`config.mk`:
```
export PLATFORM = sky130hd
export DESIGN_NAME = alu_arbiter
export DESIGN_NICKNAME = d
export VERILOG_FILES = /design/src/rtl/alu_arbiter.sv
export SDC_FILE = /design/constraint.sdc
export NUM_CORES = 1
export LEC_CHECK = 0
export CAP_MARGIN = 10
export CORE_AREA = 2 2 126 128
export DETAILED_ROUTE_END_ITERATION = 7
export DIE_AREA = 0 0 128 130
export PLACE_DENSITY = 0.77
export SYNTH_ARGS = -nofsm -noshare
export SYNTH_HDL_FRONTEND = slang
export SYNTH_SLANG_ARGS = --single-unit
```
`constraint.sdc`:
```
create_clock -name CLK -period 1.25 [get_ports CLK]
set_input_delay 0.25 -clock CLK [delete_from_list [all_inputs] [get_ports CLK]]
set_output_delay 0.25 -clock CLK [all_outputs]
set_load 0.02 [all_outputs]
```
`src/rtl/alu_arbiter.sv`:
```
// Two-requester front end for one shared combinational ALU: grant, operand capture, result capture, done.
// Optional macro ALU_ARB_RR_EN selects round-robin tie breaking; undefined gives fixed priority to requester 0.
module alu_arbiter (
   input  logic        CLK,
   input  logic        nRST,
   input  logic        req0,
   input  logic        req1,
   input  logic [3:0]  op0,
   input  logic [3:0]  op1,
   input  logic [31:0] a0,
   input  logic [31:0] b0,
   input  logic [31:0] a1,
   input  logic [31:0] b1,
   output logic        gnt0,
   output logic        gnt1,
   output logic        done0,
   output logic        done1,
   output logic [31:0] rsp_out,
   output logic        rsp_neg,
   output logic        rsp_ovf,
   output logic        rsp_zero,
   output logic [3:0]  alu_op,
   output logic [31:0] alu_a,
   output logic [31:0] alu_b,
   input  logic [31:0] alu_out,
   input  logic        alu_neg,
   input  logic        alu_overflow,
   input  logic        alu_zero,
   output logic        busy,
   output logic [15:0] op_cnt
);

   typedef enum logic [1:0] {
      IDLE = 2'd0,
      EXEC = 2'd1,
      RESP = 2'd2
   } state_t;

   state_t state;
   state_t state_nxt;
   logic   owner;
   logic   pick1;

   // owner doubles as the last-served requester; it resets to 1 so requester 0 wins the first tie
   always_comb begin
`ifdef ALU_ARB_RR_EN
      pick1 = req1 && (!req0 || !owner);
`else
      pick1 = req1 && !req0;
`endif
   end

   always_ff @(posedge CLK or negedge nRST) begin
      if (!nRST) begin
         state <= IDLE;
      end else begin
         state <= state_nxt;
      end
   end

   // grants are gated by nRST so a held request cannot leak a pulse while reset is asserted
   always_comb begin
      state_nxt = state;
      gnt0      = 1'b0;
      gnt1      = 1'b0;
      done0     = 1'b0;
      done1     = 1'b0;
      case (state)
         IDLE: begin
            if (nRST && (req0 || req1)) begin
               gnt0      = !pick1;
               gnt1      = pick1;
               state_nxt = EXEC;
            end
         end
         EXEC: begin
            state_nxt = RESP;
         end
         RESP: begin
            done0     = !owner;
            done1     = owner;
            state_nxt = IDLE;
         end
         default: begin
            state_nxt = IDLE;
         end
      endcase
   end

   assign busy = (state != IDLE);

   always_ff @(posedge CLK or negedge nRST) begin
      if (!nRST) begin
         owner    <= 1'b1;
         alu_op   <= '0;
         alu_a    <= '0;
         alu_b    <= '0;
         rsp_out  <= '0;
         rsp_neg  <= 1'b0;
         rsp_ovf  <= 1'b0;
         rsp_zero <= 1'b0;
         op_cnt   <= '0;
      end else begin
         if (gnt0 || gnt1) begin
            owner  <= gnt1;
            alu_op <= gnt1 ? op1 : op0;
            alu_a  <= gnt1 ? a1 : a0;
            alu_b  <= gnt1 ? b1 : b0;
         end
         if (state == EXEC) begin
            rsp_out  <= alu_out;
            rsp_neg  <= alu_neg;
            rsp_ovf  <= alu_overflow;
            rsp_zero <= alu_zero;
         end
         if (state == RESP) begin
            op_cnt <= op_cnt + 16'd1;
         end
      end
   end

   assert property (@(posedge CLK) disable iff (!nRST) !(gnt0 && gnt1));
   assert property (@(posedge CLK) disable iff (!nRST) !(done0 && done1));

endmodule

```
-- After elaboration in Yosys (flattened, before gate mapping)
Cells that the tools add are included.
- eq/ne operators: 3
- mux-type cells: 11
- add/subtract/negate cells: 1
- reduce and logical (&&, ||, !) cells: 9
- operator list (cell ; number):
    $mux 32 ; 2
    $add 16x1->16 const B ; 1
    $mux 1 ; 6
    $mux 4 ; 1
    $pmux 2 s2 ; 1
    $logic_not 1->1 ; 3
    $eq 2x1->1 const B ; 1
    $eq 2x2->1 const B ; 1
    $logic_and 1x1->1 ; 2
    $logic_not 2->1 ; 1
    $logic_or 1x1->1 ; 2
    $mux 2 ; 1
    $ne 2x2->1 const B ; 1
    $reduce_bool 2->1 ; 1
- word-level logic and storage cells: 34
- register bits: 122
- output and inout port bits: 124
- input port bits: 175

-- Longest topological paths before layout
Gate-level depths: netlist (run 1).
- depth in word-level cells: 6
- depth in mapped cells: 7

-- Worst setup path before layout (run 1)
OpenSTA, ideal clock, no wires.
- kind: register to output
- start point: reg state[0]
- end point: out gnt1
- path buffers: 2
- required time: 1.000 ns
- data arrival time: 1.161 ns
- stages on the path, launching flop included: 6
- path slack: -0.161 ns
- cell sequence: dfrtp_1 nor2_2 o211ai_2 buf_6 buf_6 nor2_2
- longest elaborated chain between the ends: 2
- ends and longest elaborated chain (element ; RTL line ; RTL):
    from (decl) ; 39 ; state_t state;
    from (signal assigned) ; 57 ; state <= state_nxt;
    $logic_not 2->1 ; 68 ; case (state)
    $mux 1 ; 68 ;
    to (decl) ; 15 ; output logic gnt1,
Every way passes these cells.

-- Final worst setup path (run 1)
Ends and elaborated chain as after synthesis.

==> results.yml, run 1 <==
floorplanning:
  die_area_um2: 16640
  initial_core_util: 0.3424
  die_y_um: 130
  die_width_um: 128
  floorplan.io_pins: 299
  placeable_core_region_um2: 15420
  placementRows: 46
synth:
  synth_top_family_by_area: "multiplexers"
  synth-simple-area-share: 0.08316
  synth.yosys.seq_area_share: 0.5783
  share_of_the_synthesized_netlist_area_taken_by_xor_and_xnor_gates: 0.02488
  yosys_register_bits: 122
  synthesis.yosys.warnings: 0
  synth_area_per_cell_um2: 11.92
  synth.net_count: 619
  synth.cell_area_um2: 5281
  post_synth_num_cell_types: 29
  syn-instance-count: 443
  synth_adder_area_share: 0.002369
  yosys-mux-area-fraction: 0.2056
  synth-compound-area-share: 0.06823
timing:
  tightestPinTransition_ns: 0.8630
  min_period_ns: 1.585
  grt_setup_unrepaired: "true"
  worst_slack_ns: -0.3349
  hold_viol_final: 0
  min_period_over_period: 1.268
  hold_ws_ns: 0.07727
  setup-tns-final_ns: -23.69
  worst_slew_margin_rel: 0.4247
  clock-skew-final_ns: 0.004390
  final-setup-viol-count: 120
  slew_viol_final: 0
  max_freq_ghz: 0.6310
place:
  place_congestion: 0.7869
  placedInstanceArea_um2: 8646
  post-place-ws_ns: -0.7065
  dp.final_hpwl_um: 11990
  dp_cells: 936
  port_buffers: 298
critical_path:
  worst_path_max_fanout: 3
  worst_ep_arrival_time_ns: 1.33
  setup.worst_path.start_class: "register"
  setup.reg_to_reg.worst_slack_ns: -0.30
  timing.critical_path.from: "state[0]"
  crit_path_end: "gnt1"
  cp-end-kind: "primary output"
  crit_required_ns: 1.00
  crit_type: "reg2out"
  r2r_start: "state[0]"
  timing.rr.end: "alu_a[21]"
  depth_of_the_most_critical_reg_to_reg_path: 7
finish:
  post-route-cell-area_um2: 9620
  area_growth_pct: 82.16
  final_core_util: 0.6237
  ratio_of_cells_with_drive_above_1_in_the_final_layout: 0.3894
  finalNetCount: 972
  finish.cell_count_without_fillers: 1002
  final_common_cell: "clkdlybuf4s50_1"
  commonest_non_fill_non_tap_cells_in_the_layout: "clkdlybuf4s50_1, dfrtp_1, buf_2"
min_path:
  hold_path.class: "in2async"
drt:
  detail_route.wirelength_um: 18520
  met3WireLength_um: 1332
  topRoutingLayerUsed: "met4"
  met2WireLength_um: 9638
  post-route-drc-count: 0
  drt-vias-per-instance: 4.850
  avgRoutedWirePerCell_um: 18.48
  via_count: 4860
  drt_iter0_drc: 201
  drt_first_pass_iters: 4
  route.antenna.remaining_nets: 0
  routed_length_on_met1_um: 7139
clock_tree:
  cts_root_buf: "clkbuf_16"
  worst_skew_pair.late_latency_ns: 0.41
  clock_tree_sinks: 122
  clk_pin_slew_worst_paths_ns: 0.05
  tritoncts.num_buffers: 17
  cts_max_level: 4
  tritoncts: "built"
  ctsLongestPathBuffers: 2
outcome:
  violations: "negative setup slack"
  status: "finished, violations left"
power:
  maximum_ir_drop_on_the_vdd_rail_mv: 0.8483
  leakagePower_nw: 4.747
  fin_total_pwr_mw: 15.95
  power.density_cell_area_nw_per_um2: 1658
grt:
  grt_max_degree: 68
  grt-ovfl-total: 0
  via_count_of_the_first_global_routing_pass: 5157
  grt_first_pass_wirelength_um: 27570
  grt_util_all_layers: 0.2187
  antenna_found_initial: 1
run:
  cap_violations: 0
[cell usage after synthesis]
cell,instances,area (um^2)
o211ai_2,1,12.51
mux2i_1,68,680.7
dfstp_2,1,26.28
and4_4,1,11.26
inv_1,2,7.510
xor2_1,4,35.03
nor2b_2,1,8.760
inv_2,1,3.750
dfrtp_1,121,3028
a21o_1,1,7.510
nor2b_1,1,6.260
and2_1,3,18.77
nand4_1,5,31.28
buf_8,1,15.01
nand3_1,5,25.02
nor2_1,3,11.26
o21ai_1,38,190.2
nand2_1,72,270.3
clkbuf_1,11,41.29
buf_2,2,10.01
xnor2_1,11,96.34
o21ai_0,30,150.1
buf_4,10,75.07
nand2b_1,2,12.51
mux2_2,36,405.4
buf_6,4,45.04
ha_1,1,12.51
nor2_2,2,12.51
and3_1,5,31.28
[cells by family (layout without fill, tap and decap cells)]
kind of cell	after synthesis	count (layout)
buffers and inverters	31	397
other	0	1
flip-flops	122	122
XOR/XNOR	15	15
AND/OR/NAND/NOR	100	100
AO/OA/AOI/OAI	70	70
multiplexers	104	104
adder cells (fa/ha/maj)	1	1
[routing by layer]
metal | up-vias | GRT usage
li1 | 2256 | -
met1 | 2369 | 0.2486
met2 | 206 | 0.3847
met3 | 29 | 0.06888
met4 | 0 | 0.08856
met5 | - | 0
[sequential cells by signal, indices dropped and copies added, names as in the netlist]
register	count
rsp_out	32
alu_op	4
state	2
alu_b	32
alu_a	32
owner	1
rsp_neg	1
rsp_ovf	1
rsp_zero	1
op_cnt	16
[critical path, stage by stage (launching register included)]
cell      delay (ns)
dfrtp_2         0.44
nor2_4          0.14
o211ai_4        0.10
nor2_4          0.11
buf_6           0.13
[cell type report]
cell class	count	area, um^2
multi-input combinational	290	2277
inverter	3	11.26
antenna	1	2.502
clock buffer	25	505.5
sequential	122	3062
clock inverter	7	87.58
fill	1235	5804
timing repair buffer	362	3435
tap	192	240.2
[repair_timing]
action | in CTS | in global routing
setup endpoints to repair | 239 | 145
pin swaps | 8 | 14
gates resized for setup | 573 | 75
hold buffers | 1 | 0
buffers inserted | 11 | 9
hold endpoints to repair | 15 | 0
cloned | 12 | 2
[worst min path at each step]
stage,to,from,slack (ns)
floorplan,alu_a[0],nRST,-0.05
global placement,alu_b[18],nRST,0.29
detailed placement,alu_b[18],nRST,0.29
CTS,op_cnt[4],nRST,0.08
global route,op_cnt[4],nRST,0.12
finish,op_cnt[4],nRST,0.08
[where the power goes]
part	total (mW)	internal, mW	switching [mW]
combinational	5.52	2.64	2.88
sequential	5.52	4.94	0.583
clock	4.91	3.19	1.72
total	15.9	10.8	5.18
Power figures use the tool's default switching activity.
==> run 2, diff against run 1 <==
CORE_AREA = 2 2 125 127   (was 2 2 126 128)
CTS_BUF_LIST = sky130_fd_sc_hd__clkbuf_2 sky130_fd_sc_hd__clkbuf_4 sky130_fd_sc_hd__clkbuf_8   (was default)
DIE_AREA = 0 0 127 129   (was 0 0 128 130)
PLACE_DENSITY = 0.78   (was 0.77)
==> run 2 against run 1 <==
Against the previous run: the flow still finishes with violations (negative setup slack); register-to-register slack worse by 0.06 ns; total power is 8.0% higher; sequential power is 4.5% higher; setup slack worse by 0.079 ns; cell count is 4.8% higher; wire length is 9.8% higher; die area is 1.5% lower; sequential share of layout area is 3.4 points lower; global-route usage is 0.95 points lower; critical path depth stayed put; design area is 12% higher; highest routed layer unchanged.
==> results.yml, run 2 (synthesis results as in run 1) <==
timing:
  min_period_ns: 1.664
  slew_viol_final: 0
  worst_slew_margin_rel: 0.3510
  hold_viol_final: 0
  clock-skew-final_ns: 0.01624
  min_period_over_period: 1.331
  worst_slack_ns: -0.4137
  tightestPinTransition_ns: 0.9735
  max_freq_ghz: 0.6011
  setup-tns-final_ns: -28.66
  final-setup-viol-count: 140
  hold_ws_ns: 0.09210
  grt_setup_unrepaired: "true"
finish:
  largestRegisters: "alu_a: 32 flops, alu_b: 32 flops, rsp_out: 32 flops"
  area_growth_pct: 103.8
  final_core_util: 0.7185
  ratio_of_cells_with_drive_above_1_in_the_final_layout: 0.4803
  post-route-cell-area_um2: 10760
  final_common_cell: "clkdlybuf4s50_1"
  antennaDiodeCount: 0
  num-fill-cells: 1018
  finalNetCount: 1025
  commonest_non_fill_non_tap_cells_in_the_layout: "clkdlybuf4s50_1, buf_6, dfrtp_1"
power:
  leakagePower_nw: 5.223
  maximum_ir_drop_on_the_vdd_rail_mv: 0.8142
  power.density_cell_area_nw_per_um2: 1600
floorplanning:
  placementRows: 45
  placeable_core_region_um2: 14980
  die_width_um: 127
  die_area_um2: 16380
  floorplan.io_pins: 299
  die_y_um: 129
  initial_core_util: 0.3526
critical_path:
  crit_required_ns: 1.00
  worst_path_max_fanout: 3
  r2r_start: "state[1]"
  worst_ep_arrival_time_ns: 1.41
  crit_type: "reg2out"
  setup.worst_path.start_class: "register"
  cp-end-kind: "primary output"
  timing.critical_path.from: "state[1]"
drt:
  drt_first_pass_iters: 6
  avgRoutedWirePerCell_um: 19.37
  detail_route.wirelength_um: 20340
  via_count: 5127
  post-route-drc-count: 0
  drt-vias-per-instance: 4.883
  route.antenna.remaining_nets: 0
  drt_iter0_drc: 232
grt:
  grt_max_degree: 77
  grt_util_all_layers: 0.2092
  grt-ovfl-total: 0
  grt_first_pass_wirelength_um: 26390
  via_count_of_the_first_global_routing_pass: 5205
  antenna_found_initial: 0
place:
  placedInstanceArea_um2: 8651
  port_buffers: 298
  place_congestion: 0.7834
  post-place-ws_ns: -0.7308
  dp.final_hpwl_um: 12000
clock_tree:
  tritoncts: "built"
  cts_max_level: 4
  cts_root_buf: "clkbuf_8"
  worst_skew_pair.late_latency_ns: 0.44
  tritoncts.num_buffers: 17
  clock_tree_sinks: 122
  clk_pin_slew_worst_paths_ns: 0.08
  ctsLongestPathBuffers: 2
run:
  cap_violations: 0
outcome:
  status: "finished, violations left"
  violations: "negative setup slack"
min_path:
  hold_path.class: "in2async"
==> run 2: cell types whose count changed in the layout (fill, tap and decap cells not counted), moves of 14 or more <==
cell      change
nand2_1      -36
buf_2        -95
nand2_4      +20
buf_6       +107
buf_4        +35
nand2_2      +16
clkbuf_8     +14
==> run 2: where the power goes <==
group	total [mW]	internal (mW)	switching, mW	leakage, nW
Combinational	7.40	4.15	3.25	3.51
Clock	4.04	2.30	1.74	0.215
Sequential	5.77	4.93	0.840	1.49
==> run 2: layout make-up <==
class                           instances  area (um^2)  area share
Sequential cell                       122         3060      0.2844
Clock buffer                           19        261.5     0.02430
Timing Repair Buffer                  415         4488      0.4170
Tap cell                              188        235.2     0.02186
Inverter                                3        11.26    0.001046
Clock inverter                         13        190.2     0.01767
Multi-Input combinational cell        290         2515      0.2337
==> run 2: stage by stage <==
step	total power, mW	cells
finish	17.22	1050
floorplan	7.966	443
detailed placement	11.13	934
CTS	15.90	997
global route	17.95	1050
global placement	10.96	934
==> run 2: final timing paths <==
path	cells past startpoint	slack, ns	end
max	4	-0.41	gnt1
min	2	0.09	alu_b[12]
max reg2reg	8	-0.36	alu_a[29]
min reg2reg	2	0.51	alu_a[5]
max in group asynchronous	3	0.29	alu_a[24]
min in group CLK	4	0.26	owner
==> run 2: timing repair <==
action | CTS | global route
cloned | 3 | 19
endpoints found under the hold margin | 46 | 0
buffers inserted | 27 | 35
endpoints found under the setup margin | 241 | 232
pin swaps | 5 | 57
hold buffers | 1 | 0
gates resized for setup | 746 | 171
==> run 2: critical path, stage by stage, from the launching register on <==
cell,delay [ns]
dfrtp_1,0.42
nor2_4,0.19
o211ai_4,0.12
nor2_4,0.12
buf_6,0.13
==> run 2: per-layer routing <==
metal,routed length (um),track usage,up-vias
li1,-,-,2351
met1,7282,0.2217,2523
met2,11230,0.3884,222
met3,1400,0.06237,31
met4,425,0.08662,0
met5,0,0,-
==> run 3, diff against run 2 <==
CORE_AREA = 2 2 132 134   (was 2 2 125 127)
DIE_AREA = 0 0 134 136   (was 0 0 127 129)
PLACE_DENSITY = 0.71   (was 0.78)
==> run 3 against run 2 <==
Against the previous run: the run still ends with negative setup slack left; die area rose by 11%; cell count rose by 2.1%; hold slack improved by 0.26 ns; critical path depth did not move; non-clock buffer count fell by 13; wire length fell by 6.0%; maximum frequency fell by 3.5%; combinational power fell by 5.9%; first-iteration DRC count fell by 35%.
==> results.yml, run 3 (synthesis results as in run 1) <==
outcome:
  status: "finished, violations left"
  violations: "negative setup slack"
place:
  place_congestion: 0.7700
  dp.final_hpwl_um: 12130
  port_buffers: 298
clock_tree:
  cts_max_level: 4
  clk_pin_slew_worst_paths_ns: 0.07
  cts_root_buf: "clkbuf_8"
  worst_skew_pair.late_latency_ns: 0.43
  ctsLongestPathBuffers: 2
  tritoncts.num_buffers: 17
  tritoncts: "built"
  clock_tree_sinks: 122
finish:
  final_common_cell: "clkdlybuf4s50_1"
  finalNetCount: 1012
  commonest_non_fill_non_tap_cells_in_the_layout: "clkdlybuf4s50_1, buf_6, dfrtp_1"
  num-fill-cells: 1345
  antennaDiodeCount: 0
  ratio_of_cells_with_drive_above_1_in_the_final_layout: 0.4073
  area_growth_pct: 97.68
  largestRegisters: "alu_a: 32 flops, alu_b: 32 flops, rsp_out: 32 flops"
timing:
  slew_viol_final: 0
  grt_setup_unrepaired: "true"
  max_freq_ghz: 0.5799
  worst_slack_ns: -0.4745
  min_period_over_period: 1.380
  hold_viol_final: 0
  min_period_ns: 1.725
  clock-skew-final_ns: 0.01215
  final-setup-viol-count: 128
  worst_slew_margin_rel: 0.6234
  tightestPinTransition_ns: 0.5650
  setup-tns-final_ns: -25.43
drt:
  drt_first_pass_iters: 4
  avgRoutedWirePerCell_um: 17.83
  drt_iter0_drc: 150
  route.antenna.remaining_nets: 0
  drt-vias-per-instance: 4.641
  detail_route.wirelength_um: 19120
  via_count: 4975
  post-route-drc-count: 0
critical_path:
  worst_path_max_fanout: 3
  worst_ep_arrival_time_ns: 1.47
  crit_required_ns: 1.00
  cp-end-kind: "primary output"
  crit_type: "reg2out"
  setup.worst_path.start_class: "register"
power:
  maximum_ir_drop_on_the_vdd_rail_mv: 0.9728
  leakagePower_nw: 5.143
  fin_total_pwr_mw: 16.41
  power.density_cell_area_nw_per_um2: 1572
floorplanning:
  initial_core_util: 0.3129
  die_y_um: 136
  die_area_um2: 18220
  placementRows: 48
  placeable_core_region_um2: 16880
  die_width_um: 134
  floorplan.io_pins: 299
grt:
  via_count_of_the_first_global_routing_pass: 5270
  grt_max_degree: 113
  grt_util_all_layers: 0.2064
  grt_first_pass_wirelength_um: 28460
  antenna_found_initial: 0
  grt-ovfl-total: 0
min_path:
  hold_path.class: "in2async"
run:
  cap_violations: 0
run 3: metrics by stage:
stage | worst slack, ns | instances | hold WS, ns | utilization | instance area [um^2]
3_3_place_gp | -0.7217 | 967 | 0.2217 | 0.5143 | 8680
6_report | -0.4745 | 1072 | 0.3479 | 0.6186 | 10440
5_1_grt | -0.5487 | 1072 | 0.3333 | 0.6186 | 10440
4_1_cts | -0.4981 | 1041 | 0.2938 | 0.5865 | 9898
2_1_floorplan | -0.05082 | 443 | -0.04559 | - | 5320
3_5_place_dp | -0.7237 | 967 | 0.2296 | 0.5143 | 8680
run 3: worst paths after layout:
path	from	end	slack (ns)	depth (start not counted)
min	nRST	alu_b[22]	0.35	3
min reg2reg	alu_op[1]	alu_op[1]	0.48	2
min in group CLK	nRST	owner	0.37	5
max in group asynchronous	nRST	alu_a[19]	0.10	4
max	state[0]	gnt1	-0.47	4
max reg2reg	state[0]	alu_b[27]	-0.29	6
run 3: metal layers:
layer  up-vias  global-route usage  wire [um]
met5         -                   0          0
li1       2332                   -          -
met1      2397              0.2279       7193
met4         0             0.08452        519
met2       210              0.3698      10050
met3        36             0.06339       1359
run 3: cell type report:
cell class / instances / area [um^2] / area share
inverter: 3 / 11.26 / 0.001079
clock inverter: 7 / 115.1 / 0.01103
multi-input combinational: 290 / 2303 / 0.2206
sequential: 122 / 3060 / 0.2931
timing repair buffer: 402 / 4358 / 0.4174
tap: 225 / 281.5 / 0.02697
clock buffer: 23 / 310.3 / 0.02972
run 3: critical path: stages, from the launching register on:
cell and delay (ns):
dfrtp_1 0.41, nor2_4 0.21, o211ai_4 0.11, nor2_4 0.16, buf_6 0.14
run 3: power by group:
group | internal [mW] | switching (mW) | leakage (nW)
logic | 3.93 | 3.02 | 3.43
clock network | 2.23 | 1.53 | 0.213
registers | 4.94 | 0.747 | 1.49
run 3: repair_timing:
action / CTS / global route
setup buffers: 27 / 39
gates cloned: 16 / 1
pin swaps: 12 / 4
endpoints found under the hold margin: 10 / 0
gates resized for setup: 747 / 111
endpoints found under the setup margin: 240 / 312
hold buffers: 1 / 0
